--- src/rtl/cap_touch_pkg.sv ---
// -----------------------------------------------------------------------------
// cap_touch_pkg
// Shared definitions for the capacitive touch scanner:
//   - cap_state_e : scan FSM states (IDLE, CHARGE, MEASURE, EVAL)
//   - NUM_PADS    : number of pads fitted on the board
//   - DEF_*       : default values for the scanner parameters
// -----------------------------------------------------------------------------
package cap_touch_pkg;

   localparam int NUM_PADS          = 9;

   localparam int DEF_CNT_W         = 12;
   localparam int DEF_CHARGE_CYCLES = 64;
   localparam int DEF_TIMEOUT       = 2000;
   localparam int DEF_THRESHOLD     = 400;
   localparam int DEF_DEBOUNCE      = 3;

   typedef enum logic [1:0] {
      IDLE    = 2'd0,
      CHARGE  = 2'd1,
      MEASURE = 2'd2,
      EVAL    = 2'd3
   } cap_state_e;

endpackage

--- src/rtl/cap_pad_channel.sv ---
// -----------------------------------------------------------------------------
// cap_pad_channel
// One pad's worth of the scanner: input synchronizer, discharge-time capture,
// debounce and sticky press event.
//
// Ports:
//   clock, reset   : system clock, asynchronous active-high reset
//   sense_i        : raw asynchronous pad level
//   clear_i        : drop the previous capture (held during CHARGE)
//   measure_i      : scanner is in MEASURE; capture is allowed
//   cnt_i          : shared measure counter
//   commit_i       : EVAL cycle of a scan that was not aborted
//   events_clr_i   : clear the sticky press event
//   captured_o     : this pad has captured during the current scan
//   count_o        : captured count, or TIMEOUT when nothing was captured
//   touched_o      : debounced touch state
//   press_o        : sticky rising-edge flag of touched_o
// -----------------------------------------------------------------------------
module cap_pad_channel
   import cap_touch_pkg::*;
#(
   parameter int CNT_W     = DEF_CNT_W,
   parameter int TIMEOUT   = DEF_TIMEOUT,
   parameter int THRESHOLD = DEF_THRESHOLD,
   parameter int DEBOUNCE  = DEF_DEBOUNCE
) (
   input  logic             clock,
   input  logic             reset,
   input  logic             sense_i,
   input  logic             clear_i,
   input  logic             measure_i,
   input  logic [CNT_W-1:0] cnt_i,
   input  logic             commit_i,
   input  logic             events_clr_i,
   output logic             captured_o,
   output logic [CNT_W-1:0] count_o,
   output logic             touched_o,
   output logic             press_o
);

   localparam int DB_W = $clog2(DEBOUNCE + 1);

   logic             sync1_q, sync2_q;
   logic             captured_q;
   logic [CNT_W-1:0] cap_q;
   logic [DB_W-1:0]  db_q, db_d;
   logic             touched_q, touched_d;
   logic             press_q, press_d;
   logic             raw;

   // Two-flop synchronizer; sync2_q is the only copy of the pad used downstream.
   always_ff @(posedge clock or posedge reset) begin
      if (reset) begin
         sync1_q <= 1'b0;
         sync2_q <= 1'b0;
      end else begin
         sync1_q <= sense_i;
         sync2_q <= sync1_q;
      end
   end

   // First low cycle in MEASURE wins; later cycles cannot overwrite it.
   always_ff @(posedge clock or posedge reset) begin
      if (reset) begin
         captured_q <= 1'b0;
         cap_q      <= '0;
      end else if (clear_i) begin
         captured_q <= 1'b0;
         cap_q      <= '0;
      end else if (measure_i && !captured_q && !sync2_q) begin
         captured_q <= 1'b1;
         cap_q      <= cnt_i;
      end
   end

   // A pad that never discharged reads as the full timeout.
   assign count_o    = captured_q ? cap_q : CNT_W'(TIMEOUT);
   assign captured_o = captured_q;
   assign raw        = (count_o >= CNT_W'(THRESHOLD));

   always_comb begin
      db_d      = db_q;
      touched_d = touched_q;
      if (commit_i) begin
         if (raw != touched_q) begin
            if (db_q == DB_W'(DEBOUNCE - 1)) begin
               touched_d = ~touched_q;
               db_d      = '0;
            end else begin
               db_d = db_q + DB_W'(1);
            end
         end else begin
            db_d = '0;
         end
      end
   end

   // A new press has priority over a clear landing on the same edge.
   always_comb begin
      press_d = press_q;
      if (touched_d && !touched_q) begin
         press_d = 1'b1;
      end else if (events_clr_i) begin
         press_d = 1'b0;
      end
   end

   always_ff @(posedge clock or posedge reset) begin
      if (reset) begin
         db_q      <= '0;
         touched_q <= 1'b0;
         press_q   <= 1'b0;
      end else begin
         db_q      <= db_d;
         touched_q <= touched_d;
         press_q   <= press_d;
      end
   end

   assign touched_o = touched_q;
   assign press_o   = press_q;

endmodule

--- src/rtl/cap_touch_scanner.sv ---
// -----------------------------------------------------------------------------
// cap_touch_scanner
// Scans NUM_PADS capacitive pads: charges them through a shared drive pin,
// times each pad's discharge, debounces the raw touches across scans and
// keeps sticky press events for software to poll.
//
// Ports:
//   clock, reset           : system clock, asynchronous active-high reset
//   enable                 : scanning permitted; dropping it aborts a scan
//   capacitive_sensors_in  : raw asynchronous pad levels
//   capacitive_sensors_out : shared charge/drive pin
//   touched                : debounced touch state
//   press_events           : sticky rising-edge flags of touched
//   events_clr             : one-cycle pulse clearing all press_events
//   scan_done              : one-cycle pulse when a scan's results commit
//   fsm_state_o            : current scan FSM state (observability)
//   debug_counts           : last committed count per pad, pad i at
//                            [i*CNT_W +: CNT_W] (only with CAP_TOUCH_DEBUG_EN)
//
// Build option: define CAP_TOUCH_DEBUG_EN to add debug_counts.
//
// Handshake: scan_done is a single-cycle strobe with no back-pressure; it is
// high in the cycle after EVAL, the same cycle touched/press_events first show
// the new results. events_clr is sampled on every edge; a press set on that
// same edge still lands.
// -----------------------------------------------------------------------------
module cap_touch_scanner #(
   parameter int NUM_PADS      = cap_touch_pkg::NUM_PADS,
   parameter int CNT_W         = cap_touch_pkg::DEF_CNT_W,
   parameter int CHARGE_CYCLES = cap_touch_pkg::DEF_CHARGE_CYCLES,
   parameter int TIMEOUT       = cap_touch_pkg::DEF_TIMEOUT,
   parameter int THRESHOLD     = cap_touch_pkg::DEF_THRESHOLD,
   parameter int DEBOUNCE      = cap_touch_pkg::DEF_DEBOUNCE
) (
   input  logic                     clock,
   input  logic                     reset,
   input  logic                     enable,
   input  logic [NUM_PADS-1:0]      capacitive_sensors_in,
   output logic                     capacitive_sensors_out,
   output logic [NUM_PADS-1:0]      touched,
   output logic [NUM_PADS-1:0]      press_events,
   input  logic                     events_clr,
   output logic                     scan_done,
   output cap_touch_pkg::cap_state_e fsm_state_o
`ifdef CAP_TOUCH_DEBUG_EN
   ,
   output logic [NUM_PADS*CNT_W-1:0] debug_counts
`endif
);

   import cap_touch_pkg::*;

   localparam int CH_W = $clog2(CHARGE_CYCLES + 1);

   cap_state_e       state_q, state_d;
   logic [CH_W-1:0]  charge_cnt_q, charge_cnt_d;
   logic [CNT_W-1:0] meas_cnt_q, meas_cnt_d;
   logic             drive_q;
   logic             scan_done_q;
   logic             eval_commit;
   logic             all_captured;

   logic [NUM_PADS-1:0] captured;
   logic [CNT_W-1:0]    pad_count [NUM_PADS];

   assign all_captured = &captured;
   // EVAL with enable still high is the only point a scan's results commit.
   assign eval_commit  = (state_q == EVAL) && enable;

   always_comb begin
      state_d = state_q;
      case (state_q)
         IDLE: begin
            if (enable) state_d = CHARGE;
         end
         CHARGE: begin
            if (!enable) state_d = IDLE;
            else if (charge_cnt_q == CH_W'(CHARGE_CYCLES - 1)) state_d = MEASURE;
         end
         MEASURE: begin
            // all_captured reflects flags registered last cycle, so the early
            // exit lands one cycle after the final capture.
            if (!enable) state_d = IDLE;
            else if (all_captured || meas_cnt_q == CNT_W'(TIMEOUT - 1)) state_d = EVAL;
         end
         EVAL: begin
            state_d = IDLE;
         end
         default: state_d = IDLE;
      endcase
   end

   always_comb begin
      charge_cnt_d = '0;
      meas_cnt_d   = '0;
      if (state_q == CHARGE) begin
         charge_cnt_d = charge_cnt_q + CH_W'(1);
      end
      if (state_q == MEASURE) begin
         meas_cnt_d = (meas_cnt_q == CNT_W'(TIMEOUT)) ? meas_cnt_q : meas_cnt_q + CNT_W'(1);
      end
   end

   always_ff @(posedge clock or posedge reset) begin
      if (reset) begin
         state_q      <= IDLE;
         charge_cnt_q <= '0;
         meas_cnt_q   <= '0;
         drive_q      <= 1'b0;
         scan_done_q  <= 1'b0;
      end else begin
         state_q      <= state_d;
         charge_cnt_q <= charge_cnt_d;
         meas_cnt_q   <= meas_cnt_d;
         // Registered so the pad drive never glitches on state decode.
         drive_q      <= (state_d == CHARGE);
         scan_done_q  <= eval_commit;
      end
   end

   for (genvar i = 0; i < NUM_PADS; i++) begin : g_pad
      cap_pad_channel #(
         .CNT_W     (CNT_W),
         .TIMEOUT   (TIMEOUT),
         .THRESHOLD (THRESHOLD),
         .DEBOUNCE  (DEBOUNCE)
      ) u_ch (
         .clock        (clock),
         .reset        (reset),
         .sense_i      (capacitive_sensors_in[i]),
         .clear_i      (state_q == CHARGE),
         .measure_i    (state_q == MEASURE),
         .cnt_i        (meas_cnt_q),
         .commit_i     (eval_commit),
         .events_clr_i (events_clr),
         .captured_o   (captured[i]),
         .count_o      (pad_count[i]),
         .touched_o    (touched[i]),
         .press_o      (press_events[i])
      );
   end

`ifdef CAP_TOUCH_DEBUG_EN
   logic [NUM_PADS*CNT_W-1:0] dbg_counts_q;

   always_ff @(posedge clock or posedge reset) begin
      if (reset) begin
         dbg_counts_q <= '0;
      end else if (eval_commit) begin
         for (int i = 0; i < NUM_PADS; i++) begin
            dbg_counts_q[i*CNT_W +: CNT_W] <= pad_count[i];
         end
      end
   end

   assign debug_counts = dbg_counts_q;
`endif

   assign capacitive_sensors_out = drive_q;
   assign scan_done              = scan_done_q;
   assign fsm_state_o            = state_q;

endmodule

--- config.mk ---
export PLATFORM = sky130hd
export DESIGN_NAME = cap_touch_scanner
export DESIGN_NICKNAME = d
export VERILOG_FILES = /design/src/rtl/cap_touch_pkg.sv /design/src/rtl/cap_pad_channel.sv /design/src/rtl/cap_touch_scanner.sv
export SDC_FILE = /design/constraint.sdc
export NUM_CORES = 1
export LEC_CHECK = 0
export CAP_MARGIN = 20
export CORE_MARGIN = 8
export CORE_UTILIZATION = 63
export DETAILED_ROUTE_END_ITERATION = 10
export GPL_ROUTABILITY_DRIVEN = 0
export GPL_TIMING_DRIVEN = 0
export PLACE_DENSITY = 0.83
export SYNTH_ARGS = -nofsm -noshare
export SYNTH_HDL_FRONTEND = slang
export SYNTH_SLANG_ARGS = --single-unit
--- constraint.sdc ---
create_clock -name clock -period 14 [get_ports clock]
set_clock_uncertainty 0.05 [all_clocks]
set_input_delay 4.2 -clock clock [delete_from_list [all_inputs] [get_ports clock]]
set_output_delay 4.2 -clock clock [all_outputs]
set_load 0.05 [all_outputs]
==> summary.md <==
| Metric | Value |
|---|---|
| Top post-synthesis cells by area | `dfrtp_1, nand2_1, o21ai_0` |
| First-pass GRT wire length | `around 25 mm` |
| Worst setup EP type | `primary output` |
| Top_reg_cell synth | `dfrtp_1` |
| IO buf count | `34` |
| Crit-path leading delay family | `buffers and inverters` |
| DIE WIDTH | `119 µm` |
| Post-Syn Area | `around 6700 µm²` |
| Final Hold Fails | `0` |
| RSZ-0062 raised after global routing | `false` |
| Core Area | `a little over 10,000 µm²` |
| Iteration-0 DRC Markers | `~400` |
| Starting Density | `65.1%` |
| Nets | `740` |
| Sink Count | `between 150 and 200` |
| Pin count of the biggest net entering global routing | `between 90 and 100` |
| Sequential area share after synthesis | `58.6%` |
| VDD IR-drop max | `112 µV` |
| Fillers | `about 700` |
| Setup TNS | `0 ns` |
| Vias in the first global route | `between 5,000 and 6,000` |
| Pwr Total | `0.934 mW` |
| Share of layout cells above drive strength 1 | `approximately an eighth` |
| Final setup viols | `0` |
| CP required | `a little under 10 ns` |
| PostCTS Resize Cnt | `0` |
| Syn Inst Count | `670` |
| Startpoint types | `flop` |
| Die Ht | `~120 µm` |
| DR DRC count | `0` |
| Fin. max-slew vios | `0` |
| Pwr Density | `approximately 120 nW/µm²` |
| Syn. warnings | `0` |
| Root Driver | `clkbuf_8` |
| Static leakage | `approximately 3.4 nW` |
| Status | `finished clean` |
| Synth cell types | `44` |
| Final Cycle Share | `44.1%` |
| Clk buf depth | `2` |
| WL per Instance | `around 17 µm` |
| Total number of vias | `5,070` |
| Worst-path fanout max | `8` |
| Max Freq | `roughly 0.16 GHz` |
| Area share of the largest cell type after synthesis | `between 50% and 60%` |
| Rows | `37` |
| Final HPWL DP | `10.0 mm` |
| Slew at the pin with the worst max-slew slack | `just under 0.8 ns` |
| Initial DRT Pass Iterations | `5` |
| Slowest cell on crit path | `clkdlybuf4s50_1` |
| #FFs+latches synth | `158` |
| TritonCTS clock tree | `yes` |
| Syn_nets | `686` |
| I/O pins | `35` |
| Min cycle time layout | `between 6 and 7 ns` |
| Number of buffers created by CTS | `17` |
| Antenna violations before repair | `0` |
| Routed wire length | `between 15 and 20 mm` |
| Total gr overflow | `0` |
| Post-CTS setup buffers | `0` |
| Synth area leader | `dfrtp_1` |
| Bufs and invs on worst path | `1` |
| Clk pin slew, worst setup/hold paths | `around 0.06 ns` |
| Syn_area_per_cell | `10.1 µm²` |
| H-tree depth | `4` |
| Via/cell ratio | `about 5.8` |
| Ys async rst share | `100%` |
| N_diodes | `0` |
| CP Data Arrival Time | `slightly below 2 ns` |
| Hold Path Class | `flop to flop` |
| Post-route ant nets | `0` |
| EDFF count, synth | `0` |
| Die ar. | `14,300 µm²` |
| Crit path cell chain | `clkdlybuf4s50_1` |
| Hold_buf cts | `0` |
| All-layer global routing usage | `~22%` |
| Area Overhead vs Synth | `16.5%` |
| Clk Latency, worst-skew pair | `0.53 ns` |
| Slew HR | `about half` |
| Synth cell count leaders | `nand2_1, dfrtp_1, o21ai_0, clkbuf_1, nor2_1` |
| Slowest stage delay, CP | `between 0.8 and 0.9 ns` |
| Maxcap violations | `0` |
| Crit Path Category | `flop to primary output` |
| Most frequent cell after synthesis | `nand2_1` |
## power by group
| part | switching [mW] | total (mW) | internal, mW |
|---|---|---|---|
| Clock | 0.177 | 0.447 | 0.270 |
| Sequential | 0.00273 | 0.464 | 0.461 |
| Combinational | 0.0166 | 0.0235 | 0.00688 |
## cell usage in the layout, fill, tap and decap left out, drive strengths merged, types with 3 or more instances in the layout
cell	count
nor4b	10
ha	3
a21o	7
nor3	13
clkinv	9
clkbuf	51
a22o	4
nand3b	8
or3	11
nand3	9
mux2i	4
inv	10
a21oi	20
xnor2	12
nor3b	10
nand2b	3
xor2	9
nand4	5
clkdlybuf4s50	34
nand2	173
a32o	7
nor2	22
buf	39
o21ai	69
bufinv	3
dfrtp	158
o311ai	9
mux2	7
## cell families after synthesis
kind of cell / count (synthesis) / synth area share, %
flip-flops: 158 / 58.6
buffers and inverters: 81 / 5.92
XOR/XNOR: 21 / 2.73
AND/OR/NAND/NOR: 273 / 19.4
adder cells (fa/ha/maj): 3 / 0.556
AO/OA/AOI/OAI: 123 / 11.0
multiplexers: 11 / 1.76
## through the flow
stage | instance area [µm²] | util [%] | hold slack, ns | instances | worst slack, ns
after global routing | 7860 | 75.8 | 0.303 | 872 | 7.76
after CTS | 7860 | 75.8 | 0.299 | 872 | 7.82
final | 7860 | 75.8 | 0.299 | 872 | 7.82
after global placement | 7260 | 70.0 | 0.283 | 840 | 3.75
after floorplan | 6750 | - | 0.281 | 670 | 5.49
after detailed placement | 7290 | 70.3 | 0.286 | 841 | 7.81
## flip-flops by register name, summed over array words and instances (netlist names)
name,flops
g_pad.u_ch.sync1_q,9
g_pad.u_ch.cap_q,72
charge_cnt_q,7
capacitive_sensors_out,1
meas_cnt_q,12
g_pad.u_ch.captured_o,9
scan_done,1
g_pad.u_ch.press_o,9
g_pad.u_ch.sync2_q,9
g_pad.u_ch.db_q,18
fsm_state_o,2
g_pad.u_ch.touched_o,9
## metal layers
metal  vias to the layer above  GRT usage [%]  wire (µm)
met5                         -              0          0
met4                         0           9.76        332
met3                        37           5.30        834
met2                       153           36.3       7440
met1                      2538           27.0       6420
li1                       2342              -          -
## final timing paths
check | startpoint | end | slack, ns | depth (start not counted)
max in group asynchronous | reset | g_pad[5].u_ch.cap_q[10]$_DFFE_PP0P_ | 8.95 | 3
worst max-delay path | fsm_state_o[0]$_DFF_PP0_ | fsm_state_o[0] | 7.82 | 1
min in group asynchronous | reset | g_pad[3].u_ch.press_o$_DFFE_PP0P_ | 4.06 | 2
worst min register to register | g_pad[0].u_ch.sync1_q$_DFF_PP0_ | g_pad[0].u_ch.sync2_q$_DFF_PP0_ | 0.30 | 0
worst min-delay path | g_pad[0].u_ch.sync1_q$_DFF_PP0_ | g_pad[0].u_ch.sync2_q$_DFF_PP0_ | 0.30 | 0
worst max register to register | fsm_state_o[1]$_DFF_PP0_ | g_pad[6].u_ch.db_q[1]$_DFFE_PP0P_ | 11.98 | 5
## cell type report
class | instances | area (µm²) | area share (%)
well taps | 136 | 170 | 2.16
clock inverters | 11 | 144 | 1.83
multi-input cells | 431 | 2390 | 30.5
repair buffers | 35 | 368 | 4.68
plain buffers | 69 | 354 | 4.50
clock buffers | 20 | 425 | 5.41
flip-flops and latches | 158 | 3950 | 50.3
inverters | 12 | 50.0 | 0.637
(Power assumes the default switching activity.)
==> variant (same settings) <==
Build with the macro `CAP_TOUCH_DEBUG_EN` defined.
--- a/src/rtl/cap_touch_scanner.sv
+++ b/src/rtl/cap_touch_scanner.sv
@@ -24,6 +24,8 @@
 // the new results. events_clr is sampled on every edge; a press set on that
 // same edge still lands.
 // -----------------------------------------------------------------------------
+`define CAP_TOUCH_DEBUG_EN
+
 module cap_touch_scanner #(
    parameter int NUM_PADS      = cap_touch_pkg::NUM_PADS,
    parameter int CNT_W         = cap_touch_pkg::DEF_CNT_W,
Behaviour (old outputs only; new: debug_counts): unchanged (Yosys induction, for registers that start in step).
==> variant against the unedited design <==
Global-route usage rose by 6.1 points. Worst setup slack got worse by 0.032 ns. Synthesized cell count rose by 91%. Total power rose by 91%. Non-clock buffer count rose by 141. Area after synthesis rose by 83%. Highest routed layer unchanged. Sequential cell count rose by 144. Design area rose by 93%. Wire length rose by 120%. Critical path type unchanged. Sequential share of layout area fell by 0.45 points.
==> variant: results (changes against the unedited design) <==
| Metric | Value |
|---|---|
| Run status | complete, no violations |
| Critical hold path startpoint | g_pad[5].u_ch.sync1_q$_DFF_PP0_ |
| Number of port buffers | 141 (+310%) |
| Placed cells | 1685 (+100%) |
| Number of levels in the clock H-tree | 1 (-3) |
| Reg2Reg Launch Point | meas_cnt_q[1]$_DFFE_PP0P_ |
| Synthesis warning total | 0 (unchanged) |
| Overall fraction of global-route tracks in use | 0.281 (+0.0614) |
| Worst path arrival time | 1.96 ns (+0.03 ns) |
| Placement-stage worst setup slack | 7.57 ns (-0.243 ns) |
| Commonest cells in the synthesized netlist | sky130_fd_sc_hd__nand2_1, sky130_fd_sc_hd__dfrtp_1, sky130_fd_sc_hd__nor2_1 |
| Net count reported at finish | 1468 (+98%) |
| Area post-placement | 14100 um2 (+94%) |
| Met3 layer wire length in the routed design | 3410 um (+310%) |
| Number of buffers on the longest clock path | 3 (+1) |
| Post-DR wirelength/cell | 19.3 um (+12%) |
| Synth Net Count | 1293 (+88%) |
| Grt met3 use | 0.0637 (+0.0107) |
| Fraction of met2 tracks used by global routing | 0.466 (+0.103) |
| Yosys cell types | 43 (-2.3%) |
| Root Buffer | sky130_fd_sc_hd__clkbuf_16 |
| Amount of wire on met2 after detailed routing | 16000 um (+120%) |
| Sequential cell area in the final layout | 7560 um2 (+91%) |
| Number of buffers inserted during clock tree synthesis | 30 (+13) |
| Average cell area after synthesis | 9.66 um2 (-4.1%) |
| Cell types occupying the most area after synthesis | sky130_fd_sc_hd__dfrtp_1, sky130_fd_sc_hd__nand2_1, sky130_fd_sc_hd__nand3_1, sky130_fd_sc_hd__nor2_1, sky130_fd_sc_hd__a31oi_1 |
| Portion of the post-synthesis area used by sequential elements | 0.613 (+0.0268) |
| Largest net degree at the start of global routing | 121 (+25%) |
| Worst slew margin | 0.324 (-0.160) |
| Sum of routed wire segments on met1 | 12700 um (+98%) |
| Vias | 10100 (+99%) |
| Met1 usage | 0.352 (+0.0817) |
| Fraction of final layout cells with drive strength greater than 1 | 0.0882 (-0.0287) |
| IR drop worst, VDD | 103 uV (-7.6%) |
| Leak pwr | 6.91 nW (+100%) |
variant: changes by cell type in the layout (fill, tap and decap cells not counted), sizes merged, moves of 45 or more:
cell / delta
inv: +49
nand3: +71
dfrtp: +144
clkdlybuf4s50: +107
nor2: +58
nand2: +179
a31oi: +45
variant: area by class of cell:
cell class                 instances  area share
buffer                           102      0.0335
clock buffer                      42      0.0579
clock inverter                    12     0.00933
inverter                          58      0.0149
multi-input combinational        815       0.267
sequential                       302       0.499
tap                              265      0.0219
timing repair buffer             143      0.0967
variant: logic make-up after synthesis:
family	count (synthesis)	synth area share
flip-flops	302	0.613
adder cells (fa/ha/maj)	3	0.00304
XOR/XNOR	20	0.0142
multiplexers	5	0.00406
buffers and inverters	160	0.0588
AO/OA/AOI/OAI	220	0.110
AND/OR/NAND/NOR	567	0.197
variant: final timing paths:
check / to / slack, ns / depth (start not counted)
worst min-delay path: g_pad[5].u_ch.sync2_q$_DFF_PP0_ / 0.30 / 0
worst max register to register: meas_cnt_q[1]$_DFFE_PP0P_ / 11.70 / 7
min in group asynchronous: g_pad[8].u_ch.press_o$_DFFE_PP0P_ / 4.04 / 2
worst max-delay path: fsm_state_o[0] / 7.79 / 1
worst min register to register: g_pad[5].u_ch.sync2_q$_DFF_PP0_ / 0.30 / 0
max in group asynchronous: debug_counts[69]$_DFFE_PP0P_ / 8.87 / 3
variant: power by group through the flow:
| stage | registers, W | logic, W | clock network (W) |
|---|---|---|---|
| floorplan | 0.000923 | 0.0000243 | 0 |
| global placement | 0.000905 | 0.0000674 | 0 |
| detailed placement | 0.000905 | 0.0000704 | 0 |
| CTS | 0.000889 | 0.0000707 | 0.000826 |
| global route | 0.000889 | 0.0000759 | 0.000862 |
| finish | 0.000889 | 0.0000693 | 0.000825 |
